--- config.mk ---
export PLATFORM = sky130hd
export DESIGN_NAME = psum_collector
export DESIGN_NICKNAME = d
export VERILOG_FILES = /design/src/rtl/psum_collector.sv
export SDC_FILE = /design/constraint.sdc
export NUM_CORES = 1
export LEC_CHECK = 0
export ABC_CLOCK_PERIOD_IN_PS = 6750
export BUFFER_PORTS_ARGS = -buffer_cell sky130_fd_sc_hd__buf_2
export CAP_MARGIN = 20
export CORE_MARGIN = 3
export CORE_UTILIZATION = 50
export CTS_CLUSTER_DIAMETER = 50
export DETAILED_ROUTE_END_ITERATION = 6
export PLACE_DENSITY = 0.72
export SLEW_MARGIN = 20
export SYNTH_ARGS = -nofsm -noshare
export SYNTH_HDL_FRONTEND = slang
export SYNTH_SLANG_ARGS = --single-unit
--- constraint.sdc ---
create_clock -name clk -period 6.75 [get_ports clk]
set_clock_uncertainty 0.1 [all_clocks]
set_input_delay 0.3375 -clock clk [delete_from_list [all_inputs] [get_ports clk]]
set_output_delay 0.3375 -clock clk [all_outputs]
set_load 0.05 [all_outputs]
--- src/rtl/psum_collector.sv ---
// Deskews south-edge partial sums from an N-column systolic array into aligned
// rows and buffers them in a credit-managed output FIFO.
module psum_collector #(
  parameter int unsigned N     = 4,
  parameter int unsigned W     = 32,
  parameter int unsigned DEPTH = 4
) (
  input  logic           clk,
  input  logic           rst_n,
  input  logic [N*W-1:0] psum_in,
  input  logic           compute,
  input  logic           row_start,
  input  logic           flush,
  input  logic           clr_ovf,
  output logic [N*W-1:0] out_data,
  output logic           out_valid,
  input  logic           out_ready,
  output logic           can_accept,
  output logic           overflow
);
  localparam int unsigned RW   = N * W;
  localparam int unsigned AW   = $clog2(DEPTH);
  localparam int unsigned CNTW = AW + 1;
  localparam int unsigned CW   = $clog2(DEPTH + N) + 1;

  logic [N-2:0]    r_tag;
  logic [AW-1:0]   r_wptr;
  logic [AW-1:0]   r_rptr;
  logic [CNTW-1:0] r_count;
  logic [RW-1:0]   r_mem [DEPTH];
  logic [RW-1:0]   r_out_data;
  logic            r_out_valid;
  logic            r_can_accept;
  logic            r_overflow;

  logic [RW-1:0]   w_row;
  logic            w_accept;
  logic            w_drop;
  logic            w_push;
  logic            w_full_hit;
  logic            w_push_ok;
  logic            w_pop;
  logic [N-2:0]    w_tag_nxt;
  logic [AW-1:0]   w_wptr_nxt;
  logic [AW-1:0]   w_rptr_nxt;
  logic [CNTW-1:0] w_count_nxt;
  logic [RW-1:0]   w_out_data_nxt;
  logic [CW-1:0]   w_inflight_nxt;
  logic            w_can_accept_nxt;
  logic            w_overflow_nxt;

  // Column j waits N-1-j compute cycles so all columns of a row line up.
  genvar j;
  generate
    for (j = 0; j < N - 1; j++) begin : g_col
      localparam int unsigned S = N - 1 - j;
      logic [W-1:0] r_d [S];

      always_ff @(posedge clk or negedge rst_n) begin
        if (!rst_n) begin
          for (int k = 0; k < S; k++) r_d[k] <= '0;
        end else if (flush) begin
          for (int k = 0; k < S; k++) r_d[k] <= '0;
        end else if (compute) begin
          r_d[0] <= psum_in[j*W +: W];
          for (int k = 1; k < S; k++) r_d[k] <= r_d[k-1];
        end
      end

      assign w_row[j*W +: W] = r_d[S-1];
    end
  endgenerate

  assign w_row[(N-1)*W +: W] = psum_in[(N-1)*W +: W];

  always_comb begin
    w_accept   = row_start & compute & r_can_accept & ~flush;
    w_drop     = row_start & compute & ~r_can_accept;
    w_push     = compute & r_tag[N-2] & ~flush;
    w_full_hit = w_push & (r_count == CNTW'(DEPTH));
    w_push_ok  = w_push & ~w_full_hit;
    w_pop      = r_out_valid & out_ready & ~flush;

    w_tag_nxt = r_tag;
    if (compute) begin
      w_tag_nxt[0] = w_accept;
      for (int k = 1; k < N - 1; k++) w_tag_nxt[k] = r_tag[k-1];
    end
    if (flush) w_tag_nxt = '0;

    w_wptr_nxt     = r_wptr;
    w_rptr_nxt     = r_rptr;
    w_count_nxt    = r_count;
    w_out_data_nxt = r_out_data;
    if (w_push_ok) w_wptr_nxt = r_wptr + AW'(1);
    if (w_pop)     w_rptr_nxt = r_rptr + AW'(1);
    if (w_push_ok && !w_pop)      w_count_nxt = r_count + CNTW'(1);
    else if (!w_push_ok && w_pop) w_count_nxt = r_count - CNTW'(1);

    // Head register follows the next entry on a pop, or a row landing in an empty queue.
    if (w_pop) begin
      if (r_count > CNTW'(1))  w_out_data_nxt = r_mem[r_rptr + AW'(1)];
      else if (w_push_ok)      w_out_data_nxt = w_row;
    end else if (w_push_ok && r_count == '0) begin
      w_out_data_nxt = w_row;
    end

    if (flush) begin
      w_wptr_nxt  = '0;
      w_rptr_nxt  = '0;
      w_count_nxt = '0;
    end

    w_inflight_nxt = '0;
    for (int k = 0; k < N - 1; k++) w_inflight_nxt = w_inflight_nxt + CW'(w_tag_nxt[k]);
    w_can_accept_nxt = (CW'(w_count_nxt) + w_inflight_nxt) < CW'(DEPTH);

    w_overflow_nxt = w_drop | w_full_hit | (r_overflow & ~clr_ovf);
  end

  always_ff @(posedge clk or negedge rst_n) begin
    if (!rst_n) begin
      r_tag        <= '0;
      r_wptr       <= '0;
      r_rptr       <= '0;
      r_count      <= '0;
      r_out_data   <= '0;
      r_out_valid  <= 1'b0;
      r_can_accept <= 1'b1;
      r_overflow   <= 1'b0;
    end else begin
      r_tag        <= w_tag_nxt;
      r_wptr       <= w_wptr_nxt;
      r_rptr       <= w_rptr_nxt;
      r_count      <= w_count_nxt;
      r_out_data   <= w_out_data_nxt;
      r_out_valid  <= (w_count_nxt != '0);
      r_can_accept <= w_can_accept_nxt;
      r_overflow   <= w_overflow_nxt;
    end
  end

  // Row storage carries no reset; occupancy is tracked by the pointers and count.
  always_ff @(posedge clk) begin
    if (w_push_ok) r_mem[r_wptr] <= w_row;
  end

  assign out_data   = r_out_data;
  assign out_valid  = r_out_valid;
  assign can_accept = r_can_accept;
  assign overflow   = r_overflow;

endmodule

# Yosys cells after proc, flatten, opt, wreduce, memory -nomap -nowiden
# Memory sizes are Yosys's and may differ from the RTL's.
# Index checks and enable logic that the tools add are counted.
# W data, S select, Z words.
dict set report op_classes {
  n_addsub 7
  magnitude_cmp 2
  eq_ne 2
  mux 21
  bitwise_logic 17
  n_reduce_logical 12
}
# cell n
set op_table {}
lappend op_table {{$mux W128} 4}
lappend op_table {{$mux W96} 2}
lappend op_table {{$mux W64} 2}
lappend op_table {{$mux W32} 2}
lappend op_table {{$mux W3} 5}
lappend op_table {{$and A1 B1 Y1} 11}
lappend op_table {{$mux W2} 4}
lappend op_table {{$reduce_bool A2 Y1} 4}
lappend op_table {{$add A2 B1 Y2 const B} 2}
lappend op_table {{$add A3 B3 Y4} 1}
lappend op_table {{$lt A4 B3 Y1 const B} 1}
lappend op_table {{$not A1 Y1} 4}
lappend op_table {{$add A2 B1 Y3} 1}
lappend op_table {{$add A3 B1 Y3 const B} 1}
lappend op_table {{$eq A3 B3 Y1 const B} 1}
lappend op_table {{$gt A3 B1 Y1 const B} 1}
lappend op_table {{$logic_and A1 B1 Y1} 3}
lappend op_table {{$logic_not A3 Y1} 1}
lappend op_table {{$ne A3 B2 Y1 const B} 1}
lappend op_table {{$reduce_bool A3 Y1} 1}
lappend op_table {{$sub A3 B1 Y3 const B} 1}
lappend op_table {{$add A1 B1 Y2} 1}
lappend op_table {{$logic_not A1 Y1} 2}
lappend op_table {{$mux W1} 2}
lappend op_table {{2 further kinds} 3}
dict set report totals {
  reg_bits 333
  ram_bits 512
  in_bits 135
  output_inout_bits 131
  wordCells 76
  mem_count 1
}
# name words width rd rd_clocked_by_memory_dff wr line
set memory_table {}
lappend memory_table {r_mem 4 128 1 0 1 30} ;# logic [RW-1:0] r_mem [DEPTH];

# Logic depth before layout (Yosys ltp)
dict set report depth {
  word_depth 12
  depth_mapped 10
  ltp_nobuf 9
}

# Worst setup path after synthesis
# Ideal clock, no wire load.
dict set report synth_path {
  path_kind {register -> register}
  from {register r_count[0]}
  to {memory r_mem[0][0] in the netlist's numbering, enable pin}
  setup_ns 0.503
  arrival_ns 4.107
  t_required_ns 6.147
  setup_slack_ns 2.040
  stages_incl_launch_ff 6
  n_path_buf 1
  period_less_slack_ns 4.710
  path_cell_list {dfrtp_1 -> inv_1 -> ha_1 -> nand2_1 -> clkbuf_1 -> and3_1}
}
dict set report synth_between {
  elab_chain_len 6
}
# item line
set synth_rtl {}
lappend synth_rtl {{from (decl)} 29} ;# logic [CNTW-1:0] r_count;
lappend synth_rtl {{from (signal assigned)} 135} ;# r_count <= w_count_nxt;
lappend synth_rtl {{$eq A3 B3 Y1} 80} ;# w_full_hit = w_push & (r_count == CNTW'(DEPTH));
lappend synth_rtl {{$and A1 B1 Y1} 80}
lappend synth_rtl {{$not A1 Y1} 81} ;# w_push_ok = w_push & ~w_full_hit;
lappend synth_rtl {{$and A1 B1 Y1} 81}
lappend synth_rtl {{$mux W1} 145} ;# if (w_push_ok) r_mem[r_wptr] <= w_row;
lappend synth_rtl {{$mux W1 (implied by the code)} 145}
lappend synth_rtl {{to (decl)} 30}
# No other way between the ends.

# Final worst setup path
dict set report layout_path {
  from {register r_count[1]}
  to {register r_out_data[106], in the netlist out_data[106]}
}
dict set report layout_between {
  elab_chain_len 7
  elab_cells_between_ends 12
  cone_classes {order compare: 1; eq/ne: 2; mux: 2; bitwise: 3; reduce/logical: 4}
}
# item line
set layout_rtl {}
lappend layout_rtl {{$eq A3 B3 Y1} 80}
lappend layout_rtl {{$and A1 B1 Y1} 80}
lappend layout_rtl {{$not A1 Y1} 81}
lappend layout_rtl {{$and A1 B1 Y1} 81}
lappend layout_rtl {{$logic_and A1 B1 Y1} 104} ;# end else if (w_push_ok && r_count == '0) begin
lappend layout_rtl {{$reduce_bool A2 Y1 (no line)} -}
lappend layout_rtl {{$reduce_and A2 Y1 (no line)} -}
lappend layout_rtl {{to (signal assigned)} 136} ;# r_out_data <= w_out_data_nxt;
lappend layout_rtl {{to (decl)} 31} ;# logic [RW-1:0] r_out_data;
# Several ways; a longest one is shown, not always the timed one.
# A chain may end at the register's enable or synchronous reset.

==> run summary <==
The run finished with clean final reports. The number of violations of the max-capacitance limit is 0. The data required time at the worst endpoint is 7.15 ns. The via density per instance is 5.50.

The endpoint arrival time on the critical path is 3.96 ns. The maximum buffer depth of the clock tree came out at 3. Measured along the y axis, the die boundary spans 266 um.

The number of slew-limit violations in the final report is 0. The netlist area before placement came out at 33700 sq um. The die covers 70600 sq um. Detailed routing inserted a total of 17268 vias. The first-pass GRT wire length is 110000 um.

In this run the tightest slew margin relative to its limit is 30.0%. The hold violation total from the final report is 0. The share of synthesized area in the top cell type comes to 45.6%. The number of DRC markers in iteration 0 is 1278. In this run, post-CTS repair resized a total of 0 instances.

STA classifies the critical path startpoint as a register. The most common cell in the synthesized netlist is edfxtp_1. Of the cells placed in the final design, the portion with a size suffix greater than 1 is 36.0%. The site row count is 94. The synthesized-area fraction occupied by adder cells is 0.393%.

In the final timing run, aggregate negative setup slack is 0 ns. The initial core utilization came out at 50.8%. Yosys attributes the largest share of cell area to edfxtp_1, dfrtp_1, mux4_2, mux2i_1, mux2_2. The largest family of logic cells by synthesized area is multiplexers. At the pin with the least slew margin, the transition time is 1.05 ns. The count of unique library cells instantiated by Yosys came out at 43. The total DRC errors in the routed layout is 0. The number of buffers added by the clock tree synthesis step came out at 90. In this run the standard cell core region covers 66300 sq um. The post-CTS setup-driven buffer insertion count came out at 0.

The area fraction in compound gates after synthesis came out at 0.286%. Synthesis produced a netlist with a net count of 1933. The part of the cycle the worst path needs came out at 52.7%.

The total overflow reported by the global router came out at 0. The detail-routed net length per standard cell came out at 22.5 um. After Yosys synthesis, XOR and XNOR cells account for 0.0519% of the synthesized area. The setup violation total in the final timing report is 0. The peak fanout along the critical path came out at 129.

The synthesized design spends more area on one cell type than any other, namely edfxtp_1. The number of global-route vias before repair came to 18569. The tree built by TritonCTS fans out to 845 sinks. The clock transition time at the flip-flop clock pins of the worst setup and hold paths came out at 0.06 ns. The commonest cells after synthesis are edfxtp_1, dfrtp_1, nor2_1. For this run, the total global-route usage over all layers was measured as 20.3%. The largest voltage drop on the vdd net came out at 164 uV. The clock tree from TritonCTS is done. The count of buffers added on input and output ports is 265.

Summing the sequential cell areas from Yosys gives 70.3% of the chip area. The number of search-and-repair iterations in the first detailed-routing pass is 5. The number of H-tree levels is 3. The post-synthesis cell count is 1788.

The area growth from synthesis to layout came out at 18.8%. The number of warning messages in the yosys log is 0. The latest clock arrival within the worst-skew pair came out at 0.63 ns. Dividing total power by cell area gives a power density of 313 nW/um^2. The HPWL reported at the end of detailed placement is 37700 um. The root buffer cell chosen for the clock tree is clkbuf_16. By startpoint and endpoint, the worst setup path is classified as register to register. The share of synthesized cell area in and, or, nand and nor gates came out at 2.84%. Summed over all cells, the static leakage comes to 16.4 nW. The most used flip-flop cell after synthesis is edfxtp_1.

The highest attainable clock frequency came out at 281 MHz. For this run, the post-layout net count is 2339. The min-delay analysis places its worst path in the category input port to register.

Measured along the x axis, the die boundary spans 266 um. Setup repair after global routing left no endpoint under its margin. The global placer's final weighted congestion is 0.736.

The maximum number of pins on one net before global-route repair is 143. The mean area per synthesized cell came out at 18.9 sq um. Cells fill 60.4% of the core in the end. In the synthesized netlist the async set-or-reset flop fraction comes to 39.4%. The number of synthesized flops with an enable pin came out at 512.

STA classifies the critical path endpoint as a register. The number of top-level pins is 266. The number of antenna violations at the first check in global routing is 2.

The shortest clock period the worst path allows after layout is 3.56 ns. Once detail routing completed, the nets flagged for antenna violations numbered 0. The fraction of synthesized area in multiplexers came out at 24.0%.

The synthesized design contains 845 register bits. For this block, the routed nets add up to 70700 um of wire.
-- layout by cell type, fill, tap and decap left out, types with 3 or more instances in the layout --
master | Yosys | final
mux2_1 | 10 | 10
mux4_2 | 128 | 128
clkbuf_1 | 24 | 16
buf_2 | 19 | 262
clkinv_2 | 0 | 15
mux2_4 | 100 | 100
inv_8 | 0 | 3
inv_1 | 5 | 5
nand2b_1 | 3 | 3
mux2i_1 | 194 | 194
and4_1 | 3 | 3
clkbuf_8 | 0 | 15
clkinvlp_4 | 0 | 5
dlygate4sd3_1 | 0 | 132
bufinv_16 | 0 | 6
dfrtp_1 | 332 | 330
clkbuf_16 | 0 | 91
clkinv_8 | 0 | 3
buf_12 | 0 | 5
nand2_1 | 6 | 5
diode_2 | 0 | 3
edfxtp_1 | 512 | 512
clkinv_1 | 0 | 6
nor2_1 | 200 | 200
ha_1 | 9 | 9
buf_4 | 16 | 15
inv_6 | 0 | 7
mux2_2 | 147 | 147
and3_4 | 0 | 4
-- stage by stage --
| stage | hold WS, ns | area [sq um] | cells | power, mW | setup WS, ns |
|---|---|---|---|---|---|
| 2_1_floorplan | -0.0581 | 33700 | 1788 | 7.21 | 2.04 |
| 3_3_place_gp | 0.271 | 35700 | 2834 | 7.65 | 2.62 |
| 3_5_place_dp | 0.276 | 35700 | 2834 | 7.69 | 2.56 |
| 4_1_cts | 0.101 | 40000 | 3134 | 12.7 | 3.15 |
| 5_1_grt | 0.121 | 40100 | 3135 | 13.0 | 2.99 |
| 6_report | 0.120 | 40100 | 3137 | 12.5 | 3.19 |
-- path summary, 6_finish.rpt --
check | from | end | slack [ns] | cells after the start
hold / removal | compute | g_col[0].r_d[85] | 0.12 | 3
setup reg to reg | r_count[1] | out_data[106] | 3.19 | 8
hold reg to reg | out_data[120] | out_data[120] | 0.40 | 1
setup / recovery | r_count[1] | out_data[106] | 3.19 | 8
max in group asynchronous | rst_n | g_col[1].r_d[38] | 4.90 | 3
min in group asynchronous | rst_n | out_data[79] | 0.18 | 2
-- power by group --
group	internal (mW)	switching [mW]	total, mW
clock network	2.90	2.00	4.90
logic	0.659	1.07	1.73
registers	5.70	0.205	5.91
-- repair_timing --
action	in CTS	in global routing
endpoints found under the setup margin	0	0
hold buffers	132	0
hold endpoints to repair	305	0
-- layout make-up --
type,instances,area (sq um)
Fill cell,4796,26300
Sequential cell,845,23700
Multi-Input combinational cell,835,9330
Timing Repair Buffer,417,2890
Clock buffer,122,2540
Tap cell,864,1080
Clock inverter,46,468
Inverter,5,18.8
Antenna cell,3,7.51
-- flip-flops by register name (all words and copies together) (netlist names) --
register	cells
r_mem	512
out_valid	1
r_tag	3
r_wptr	2
r_count	3
can_accept	1
r_rptr	2
overflow	1
out_data	128
g_col.r_d	192
-- cells by family (layout without fill, tap and decap cells) --
family | Yosys count | after routing
AO/OA/AOI/OAI | 13 | 13
XOR/XNOR | 2 | 2
adder cells (fa/ha/maj) | 10 | 10
buffers and inverters | 108 | 590
flip-flops | 845 | 845
multiplexers | 579 | 579
other | 0 | 3
AND/OR/NAND/NOR | 231 | 231
-- layer usage --
layer / vias up / global-route usage (%) / wire [um]
met5: - / 0 / 0
met4: 0 / 5.63 / 1230
met3: 76 / 3.16 / 3090
met2: 380 / 32.7 / 34600
met1: 9145 / 29.3 / 31700
li1: 7667 / - / -
-- critical path, cell delays in order (launching register included) --
cell and delay, ns:
dfrtp_1 0.41, inv_1 0.11, ha_1 0.14, o21ba_2 0.17, o21ai_4 0.15, buf_12 0.71, nand2_4 0.63, buf_4 0.58
mux2_4 0.39
No activity file was read; power rests on OpenSTA's default activity.
